## src/rtl/qa_pkg.sv

```systemverilog
// Shared definitions for the QA block family: default geometry of the
// requester arbiter and the error codes reported across the QA blocks.
package qa_pkg;

    localparam int DEF_WDTH      = 32;
    localparam int DEF_N_REQ     = 4;
    localparam int DEF_LOG_N_REQ = 2;

    // Error codes shared by the QA blocks
    typedef enum logic [3:0] {
        QA_ERR_NONE     = 4'h0,
        QA_ERR_OVERFLOW = 4'h1,
        QA_ERR_UNDERRUN = 4'h2,
        QA_ERR_TIMEOUT  = 4'h3,
        QA_ERR_PROTOCOL = 4'h4
    } qa_err_e;

    // Index width needed to address n entries (at least 1 bit)
    function automatic int qa_clog2(input int n);
        int w;
        w = 1;
        while ((1 << w) < n) begin
            w++;
        end
        return w;
    endfunction

endpackage

```

## src/rtl/qa_arbiter_if.sv

```systemverilog
// Requester / buffer-write bundle for qa_arbiter. The slave modport is the
// arbiter's view; the master modport is the requesters-plus-buffer side.
interface qa_arbiter_if
    import qa_pkg::*;
#(
    parameter int WDTH      = DEF_WDTH,
    parameter int N_REQ     = DEF_N_REQ,
    parameter int LOG_N_REQ = DEF_LOG_N_REQ
);

    logic [N_REQ*WDTH-1:0] in_data;
    logic [N_REQ-1:0]      in_nd;
    logic                  out_ready;
    logic [N_REQ-1:0]      clear_overflow;
    logic [WDTH-1:0]       out_data;
    logic [LOG_N_REQ-1:0]  out_src;
    logic                  out_nd;
    logic [N_REQ-1:0]      overflow;

    modport slave (
        input  in_data,
        input  in_nd,
        input  out_ready,
        input  clear_overflow,
        output out_data,
        output out_src,
        output out_nd,
        output overflow
    );

    modport master (
        output in_data,
        output in_nd,
        output out_ready,
        output clear_overflow,
        input  out_data,
        input  out_src,
        input  out_nd,
        input  overflow
    );

endinterface

```

## src/rtl/qa_arbiter_rr_arbiter.sv

```systemverilog
// Combinational round-robin selector: starting at ptr and searching upward
// with wrap-around, the first set bit of valid wins.
module rr_arbiter
    import qa_pkg::*;
#(
    parameter int N_REQ     = DEF_N_REQ,
    parameter int LOG_N_REQ = DEF_LOG_N_REQ
) (
    input  logic [N_REQ-1:0]     valid,
    input  logic [LOG_N_REQ-1:0] ptr,
    output logic [LOG_N_REQ-1:0] grant,
    output logic                 any_grant
);

    // Scan from ptr, wrapping, and latch the first valid index found
    always_comb begin
        int                   idx;
        logic [LOG_N_REQ-1:0] idx_l;
        grant     = '0;
        any_grant = 1'b0;
        idx       = 0;
        idx_l     = '0;
        for (int k = 0; k < N_REQ; k++) begin
            idx   = (int'(ptr) + k) % N_REQ;
            idx_l = LOG_N_REQ'(idx);
            if (!any_grant && valid[idx_l]) begin
                grant     = idx_l;
                any_grant = 1'b1;
            end
        end
    end

endmodule

```

## src/rtl/qa_arbiter.sv

```systemverilog
// Round-robin arbiter merging N_REQ single-word requesters onto one buffer
// write port. Each requester has a one-entry holding register; a word that
// arrives while the holder is still occupied (and not being drained on that
// edge) is dropped and flagged in a sticky overflow bit.
module qa_arbiter
    import qa_pkg::*;
#(
    parameter int WDTH      = DEF_WDTH,
    parameter int N_REQ     = DEF_N_REQ,
    parameter int LOG_N_REQ = DEF_LOG_N_REQ
) (
    input  logic         clk,
    input  logic         rst_n,
    qa_arbiter_if.slave  bus
);

    logic [WDTH-1:0]      hold_data [N_REQ];
    logic [N_REQ-1:0]     hold_valid;
    logic [N_REQ-1:0]     overflow_q;
    logic [LOG_N_REQ-1:0] ptr;
    logic [LOG_N_REQ-1:0] grant_idx;
    logic                 grant_any;
    logic                 fire;
    logic [N_REQ-1:0]     grant_vec;
    logic [N_REQ-1:0]     capture;
    logic [N_REQ-1:0]     ovf_set;
    logic [WDTH-1:0]      out_data_q;
    logic [LOG_N_REQ-1:0] out_src_q;
    logic                 out_nd_q;

    // Pointer advance with explicit wrap so non-power-of-two N_REQ works
    function automatic logic [LOG_N_REQ-1:0] wrap_next(input logic [LOG_N_REQ-1:0] idx);
        if (int'(idx) == N_REQ - 1) begin
            return '0;
        end
        return idx + LOG_N_REQ'(1);
    endfunction

    rr_arbiter #(
        .N_REQ     (N_REQ),
        .LOG_N_REQ (LOG_N_REQ)
    ) u_rr_arbiter (
        .valid     (hold_valid),
        .ptr       (ptr),
        .grant     (grant_idx),
        .any_grant (grant_any)
    );

    assign fire = grant_any & bus.out_ready;

    // One-hot of the holder drained this edge; a drained holder may refill
    // on the same edge, an occupied one that is not drained overflows
    always_comb begin
        grant_vec = '0;
        if (fire) begin
            grant_vec[grant_idx] = 1'b1;
        end
        capture = bus.in_nd & (~hold_valid | grant_vec);
        ovf_set = bus.in_nd & hold_valid & ~grant_vec;
    end

    // Holding-register occupancy
    always_ff @(posedge clk or negedge rst_n) begin
        if (!rst_n) begin
            hold_valid <= '0;
        end else begin
            hold_valid <= (hold_valid & ~grant_vec) | capture;
        end
    end

    // Holding-register payload; only meaningful while hold_valid is set
    always_ff @(posedge clk) begin
        for (int i = 0; i < N_REQ; i++) begin
            if (capture[i]) begin
                hold_data[i] <= bus.in_data[i*WDTH +: WDTH];
            end
        end
    end

    // Sticky overflow: a set on the same edge as a clear wins
    always_ff @(posedge clk or negedge rst_n) begin
        if (!rst_n) begin
            overflow_q <= '0;
        end else begin
            overflow_q <= ovf_set | (overflow_q & ~bus.clear_overflow);
        end
    end

    // Output word, source tag, strobe and round-robin pointer
    always_ff @(posedge clk or negedge rst_n) begin
        if (!rst_n) begin
            out_data_q <= '0;
            out_src_q  <= '0;
            out_nd_q   <= 1'b0;
            ptr        <= '0;
        end else if (fire) begin
            out_data_q <= hold_data[grant_idx];
            out_src_q  <= grant_idx;
            out_nd_q   <= 1'b1;
            ptr        <= wrap_next(grant_idx);
        end else begin
            out_nd_q   <= 1'b0;
        end
    end

    assign bus.out_data = out_data_q;
    assign bus.out_src  = out_src_q;
    assign bus.out_nd   = out_nd_q;
    assign bus.overflow = overflow_q;

endmodule

```

## src/flat_wrapper.sv

```systemverilog
// flat-port wrapper written by rule: the top's interface ports become plain ports
module qa_arbiter_flat import qa_pkg::*;
#(
    parameter int WDTH      = DEF_WDTH,
    parameter int N_REQ     = DEF_N_REQ,
    parameter int LOG_N_REQ = DEF_LOG_N_REQ
)
  (clk, rst_n, bus_in_data, bus_in_nd, bus_out_ready, bus_clear_overflow, bus_out_data, bus_out_src, bus_out_nd, bus_overflow);
  qa_arbiter_if #(.WDTH(WDTH), .N_REQ(N_REQ), .LOG_N_REQ(LOG_N_REQ)) bus_i ();
  input  logic clk;
  input  logic rst_n;
  input wire logic [$bits(bus_i.in_data)-1:0] bus_in_data;
  input wire logic [$bits(bus_i.in_nd)-1:0] bus_in_nd;
  input wire logic [$bits(bus_i.out_ready)-1:0] bus_out_ready;
  input wire logic [$bits(bus_i.clear_overflow)-1:0] bus_clear_overflow;
  output wire logic [$bits(bus_i.out_data)-1:0] bus_out_data;
  output wire logic [$bits(bus_i.out_src)-1:0] bus_out_src;
  output wire logic [$bits(bus_i.out_nd)-1:0] bus_out_nd;
  output wire logic [$bits(bus_i.overflow)-1:0] bus_overflow;
  assign bus_i.in_data = bus_in_data;
  assign bus_i.in_nd = bus_in_nd;
  assign bus_i.out_ready = bus_out_ready;
  assign bus_i.clear_overflow = bus_clear_overflow;
  assign bus_out_data = bus_i.out_data;
  assign bus_out_src = bus_i.out_src;
  assign bus_out_nd = bus_i.out_nd;
  assign bus_overflow = bus_i.overflow;
  qa_arbiter #(.WDTH(WDTH), .N_REQ(N_REQ), .LOG_N_REQ(LOG_N_REQ)) u_core (.clk(clk), .rst_n(rst_n), .bus(bus_i));
endmodule
```

## config.mk

```make
export PLATFORM = sky130hd
export DESIGN_NAME = qa_arbiter_flat
export DESIGN_NICKNAME = d
export VERILOG_FILES = /design/src/rtl/qa_pkg.sv /design/src/rtl/qa_arbiter_if.sv /design/src/rtl/qa_arbiter_rr_arbiter.sv /design/src/rtl/qa_arbiter.sv /design/src/flat_wrapper.sv
export SDC_FILE = /design/constraint.sdc
export NUM_CORES = 1
export LEC_CHECK = 0
export CAP_MARGIN = 20
export CORE_MARGIN = 2
export CORE_UTILIZATION = 43
export CTS_CLUSTER_SIZE = 8
export DETAILED_ROUTE_END_ITERATION = 16
export GPL_ROUTABILITY_DRIVEN = 0
export PLACE_DENSITY_LB_ADDON = 0.12
export SLEW_MARGIN = 10
export SYNTH_ARGS = -nofsm -noshare
export SYNTH_HDL_FRONTEND = slang
export SYNTH_SLANG_ARGS = --single-unit
```

## constraint.sdc

```tcl
create_clock -name clk -period 3.3 [get_ports clk]
set_clock_uncertainty 0.2 [all_clocks]
set_input_delay 0.495 -clock clk [delete_from_list [all_inputs] [get_ports clk]]
set_output_delay 0.495 -clock clk [all_outputs]
set_load 0.03 [all_outputs]
```

==> impl_metrics.yaml, run 1 <==
worst_setup_path:
  crit_chain: "nor2b_1 -> o21bai_1 -> and2_1 -> ha_1 -> a21boi_0 -> nor2b_4"
  crit_path_end_kind: "flop"
  crit_buf_inv: 0
  cp-startpoint: "u_core.hold_valid[0]"
  crit_required_ps: 3150
  critical_path_class: "flop to flop"
  start_kind: "flop"
  slowest_delay_ps: 830
  r2r-start: "u_core.hold_valid[0]"
  critPathSlowestCell: "nor2b_4"
  cp.arrival_ps: 2720
  crit_family: "simple AND/OR/NAND/NOR gates"
  worstPathMaxFanout: 32
layout:
  regArea_um2: 4970
  fill_cells: 1163
  multiInputGateArea_um2: 1400
  drive_gt1_share_pct: 8.78
  utilization_pct: 61.2
  layoutNonFillerInstCount: 860
  antennaDiodeCount: 0
  fin_nets: 800
  synthToLayoutAreaGrowth_pct: 40.6
sta:
  finalSetupViolCount: 0
  finalHoldViolations: 0
  fin_crit_sh_pct: 87.0
  fin_ws_ps: 428
  max_freq_mhz: 348
  worst_pin_slew_ps: 1000
  max_slew_margin_pct: 33.1
  timing.hold.ws_ps: 281
  finalSetupTns_ps: 0
  rsz0062_at_grt: "no"
  fin_crit_ps: 2870
  slew_violations: 0
synth:
  synthesis.nets: 615
  ys_top_cells_by_count: "138 x nand2_1, 128 x edfxtp_1, 66 x a21oi_1, 45 x dfrtp_1, 32 x a211o_1"
  synthTopCellsByArea: "edfxtp_1 59%, dfrtp_1 17%, nand2_1 7.9%"
  synthFlopType: "edfxtp_1"
  synthAdderAreaFrac_pct: 0.382
  syn_area_per_cell_um2: 13.8
  synth_mux_area_share_pct: 0.229
  synthArstFlopShare_pct: 26.0
  yosysWarnings: 0
  ys_seq_area_share_pct: 75.9
  yosysUniqueCellTypes: 30
  yosys.area.top_type_share_pct: 58.7
  synth_top_family_by_area: "compound AO/OA/AOI/OAI gates"
  synth_xor_area_share_pct: 0
  synth_compound_area_share_pct: 11.1
  yosysTopAreaCell: "edfxtp_1"
  synth_edf_count: 128
  synth_area_um2: 6550
  ys_ff_latch: 173
  syn_inst: 474
  synth-simple-area-share_pct: 9.23
  yosysMostFrequentCell: "nand2_1"
die:
  die_h_um: 127
  ios: 178
  die_w_um: 127
  fp-row-count: 45
  start_util_pct: 43.6
  core-area_um2: 15000
  dieArea_um2: 16200
run:
  max-cap-violations: 0
place:
  dp.cells: 827
  pre_cts_ws_ps: 378
  io_buffers: 177
  dp_hpwl_um: 11000
cts:
  clkTransAtPathRegs_ps: 70
  clk_latency_ps: 420
  cts_buffer_depth: 2
  numCtsBuffers: 17
  cts-root-buf: "clkbuf_16"
  cts_sinks: 173
  cts_tree: "built"
  cts_max_level: 4
  cts_resized: 0
route:
  vias: 4417
  drc_errors: 0
  wl_per_cell_um: 19.0
  drt-pass1-iter-count: 5
  ant_nets: 0
  via_per_inst: 5.14
  wl_um: 16300
  drt_iter0_markers: 300
power_and_ir_drop:
  clockPowerShare_pct: 23.9
  swShare_pct: 36.5
  ir_drop_mv: 0.550
  p_switching_w: 0.00325
  combPwrFrac_pct: 38.4
  power_density_nw_per_um2: 967
  p_int_w: 0.00564
  cellLeakagePower_nw: 3.61
  seqPwrFrac_pct: 37.7
global_routing:
  grt_pass1_vias: 4546
  grt_pass1_wl_um: 25100
  antenna_found_initial: 0
  grt_max_degree: 40
  grt_overflow_total: 0
  grt_usage_pct: 21.0
min_path:
  min_from: "u_core.bus.out_src[1]"
  hp-class: "flop to flop"
status:
  status: "complete, no violations"
==> area by class of cell <==
class | instances | area share, %
Clock inverter | 15 | 2.24
Timing Repair Buffer | 190 | 21.0
Inverter | 11 | 0.449
Multi-Input combinational cell | 266 | 15.2
Tap cell | 188 | 2.56
Sequential cell | 173 | 54.0
Clock buffer | 17 | 4.62
==> what timing repair did <==
item,CTS,global route
setup buffers,0,0
hold endpoints to repair,16,0
hold buffers,1,0
==> placed cells by master, fill, tap and decap left out, types with 4 or more instances in the layout <==
cell and count:
clkdlybuf4s50_1 176, nand2_1 138, edfxtp_1 128, a21oi_1 66
dfrtp_1 45, a211o_1 32, clkbuf_16 17, inv_1 9
buf_4 7, buf_12 5, bufinv_16 4, clkinvlp_4 4
inv_6 4
==> stage by stage <==
step	area (um2)	power [W]
floorplan	6550	0.00565
global route	9200	0.00940
detailed placement	8560	0.00684
finish	9200	0.00889
CTS	9200	0.00899
global placement	8540	0.00676
==> worst paths after layout <==
check	to	slack [ps]	cells past startpoint
setup reg to reg	u_core.hold_data[3][15]	430	6
hold / removal	u_core.bus.out_src[1]	280	2
hold reg to reg	u_core.bus.out_src[1]	280	2
setup / recovery	u_core.hold_data[3][15]	430	6
min in group asynchronous	u_core.bus.out_data[4]	390	2
max in group asynchronous	u_core.hold_valid[1]	1960	3
==> power by group through the flow <==
stage	registers, W	logic (W)	clock network, W
floorplan	0.00375	0.00190	0
finish	0.00335	0.00342	0.00212
CTS	0.00336	0.00348	0.00216
global route	0.00342	0.00373	0.00225
detailed placement	0.00339	0.00345	0
global placement	0.00338	0.00338	0
==> metal layers <==
layer / GRT usage, % / up-vias / wire, um
li1: - / 2067 / -
met1: 28.3 / 2159 / 7080
met2: 33.8 / 173 / 7990
met3: 5.23 / 18 / 981
met4: 6.79 / 0 / 289
met5: 0 / - / 0
==> tightest hold or removal path, delay by kind of cell, from the launching register on <==
family        cells  cell delay [ps]
flops             1              340
simple gates      2              110
==> logic make-up (layout without fill, tap and decap cells) <==
kind of cell / Yosys count / in the layout
compound gates: 111 / 111
buf+inv: 35 / 233
simple gates: 152 / 152
fa+ha+maj: 2 / 2
mux: 1 / 1
flops: 173 / 173
==> state kept, by name, indices dropped and copies added, names as in the netlist <==
register and cells:
u_core.bus.overflow 4, u_core.bus.out_data 32, u_core.bus.out_nd 1, u_core.bus.out_src 2, u_core.hold_data 128, u_core.ptr 2
u_core.hold_valid 4
Power figures use the tool's default switching activity.
==> run 2: changes to the inputs <==
GPL_ROUTABILITY_DRIVEN = default   (was 0)
==> results of run 2 <==
No change in the layout: final DEF, timing and power equal those of run 1.
==> run 3: changes to the inputs <==
CAP_MARGIN = default   (was 20)
==> run 3 against run 2 <==
Setup slack got worse by 14 ps. Power decreased by 0.10%. Register-to-register slack about the same. Worst hold slack improved by 3.1 ps. Utilization decreased by 0.10 points. Critical endpoint is now u_core.hold_data[3][12]. Largest cell class unchanged. Largest power group unchanged.
==> impl_metrics.yaml, run 3 (synthesis results as in run 1) <==
cts:
  clk_latency_ps: 430
  cts_buffer_depth: 2
  cts_max_level: 4
  post-cts-setup-buffers: 0
  cts-root-buf: "clkbuf_16"
  cts_sinks: 173
  cts_tree: "built"
  cts_resized: 0
  clkTransAtPathRegs_ps: 60
  numCtsBuffers: 17
route:
  drt_iter0_markers: 271
  vias: 4436
  ant_nets: 0
  wl_per_cell_um: 19.0
  via_per_inst: 5.16
  drt-pass1-iter-count: 5
  drc_errors: 0
  wl_um: 16300
die:
  core-area_um2: 15000
  start_util_pct: 43.6
  die_h_um: 127
  ios: 178
  fp-row-count: 45
  die_w_um: 127
  dieArea_um2: 16200
sta:
  finalHoldViolations: 0
  max_slew_margin_pct: 32.6
  fin_crit_ps: 2890
  worst_pin_slew_ps: 1010
  fin_crit_sh_pct: 87.5
  finalSetupViolCount: 0
  finalSetupTns_ps: 0
  rsz0062_at_grt: "no"
  max_freq_mhz: 346
  timing.hold.ws_ps: 284
  slew_violations: 0
global_routing:
  use_met2_pct: 33.3
  met3_usage_pct: 5.86
  antenna_found_initial: 0
  use_met1_pct: 27.7
  grt_pass1_vias: 4570
  grt_pass1_wl_um: 24800
  grt_usage_pct: 20.9
  grt_overflow_total: 0
  grt.busiest_layer: "met2"
  grt_max_degree: 46
layout:
  regArea_um2: 4970
  antennaDiodeCount: 0
  drive_gt1_share_pct: 8.64
  largest_reg_flops: 128
  layoutNonFillerInstCount: 859
  fin_nets: 799
  multiInputGateArea_um2: 1400
  mostFrequentLayoutCells: "176 x clkdlybuf4s50_1, 138 x nand2_1, 128 x edfxtp_1, 66 x a21oi_1, 45 x dfrtp_1"
  fill_cells: 1201
  regMostFlops: "u_core.hold_data"
  mostFrequentLayoutCell: "clkdlybuf4s50_1"
  synthToLayoutAreaGrowth_pct: 40.3
  utilization_pct: 61.1
worst_setup_path:
  ff2ff_setup_slack_ps: 410
  worstPathMaxFanout: 32
  r2r_end: "u_core.hold_data[3][12]"
  crit_path_end_kind: "flop"
  crit_required_ps: 3150
  critical_path_class: "flop to flop"
  cp.arrival_ps: 2740
  cp-startpoint: "u_core.hold_valid[0]"
  start_kind: "flop"
  r2r-start: "u_core.hold_valid[0]"
  rr_worst_depth: 6
min_path:
  min_from: "u_core.bus.out_src[0]"
  hp-class: "flop to flop"
  hold_end: "u_core.bus.out_src[0]"
  hold_path_depth: 1
place:
  io_buffers: 177
  dp_hpwl_um: 10800
  dp.cells: 826
  gp_congestion: 0.859
power_and_ir_drop:
  ir_drop_mv: 0.538
  finalPower_w: 0.00889
  power_density_nw_per_um2: 967
  cellLeakagePower_nw: 3.61
run:
  max-cap-violations: 0
status:
  status: "complete, no violations"
-- run 3: cell count changes in the layout (fill, tap and decap cells not counted) --
| cell | previous run | this run |
|---|---|---|
| buf_12 | 5 | 4 |
| buf_2 | 1 | 0 |
| buf_4 | 7 | 8 |
| clkinv_4 | 0 | 3 |
| clkinvlp_4 | 4 | 2 |
| inv_6 | 4 | 3 |
-- run 3: how the worst max path moves through the flow --
stage                                         end  slack, ps  cells after the start
final                     u_core.hold_data[3][12]        410                      6
after global routing      u_core.hold_data[3][16]        250                      6
after CTS                 u_core.hold_data[3][11]        370                      6
after detailed placement  u_core.hold_data[3][12]        370                      6
after global placement    u_core.hold_data[3][16]        500                      6
after floorplan            u_core.hold_data[2][0]        290                      8
-- run 3: power by group --
group | total [W] | internal (W) | switching (W)
clock | 0.00213 | 0.00128 | 0.000855
sequential | 0.00336 | 0.00307 | 0.000287
combinational | 0.00340 | 0.00129 | 0.00210
total | 0.00889 | 0.00564 | 0.00324
-- run 3: cell type report --
| type | count | share of cell area [%] |
|---|---|---|
| flip-flops and latches | 173 | 54.1 |
| multi-input cells | 266 | 15.2 |
| inverters | 11 | 0.449 |
| clock inverters | 15 | 2.27 |
| repair buffers | 189 | 20.8 |
| well taps | 188 | 2.56 |
| clock buffers | 17 | 4.63 |
-- run 3: through the flow --
step	cell area, um2	worst slack, ps
2_1_floorplan	6550	292
3_3_place_gp	8540	505
3_5_place_dp	8540	374
4_1_cts	9180	368
5_1_grt	9190	250
6_report	9190	413
-- run 3: what timing repair did --
item	in CTS	in global routing
setup endpoints to repair	0	0
hold buffers	0	1
hold endpoints to repair	0	45
-- run 3: critical path, cell delays in order (launching register included) --
cell and delay (ps):
dfrtp_1 440, nor2b_1 160, o21bai_1 230, and2_1 280
ha_1 180, a21boi_0 180, nor2b_4 830
-- run 3: per-layer routing --
metal	vias up	wire, um
met5	-	0
met4	0	333
met3	28	1160
met2	172	7850
met1	2168	6950
li1	2068	-
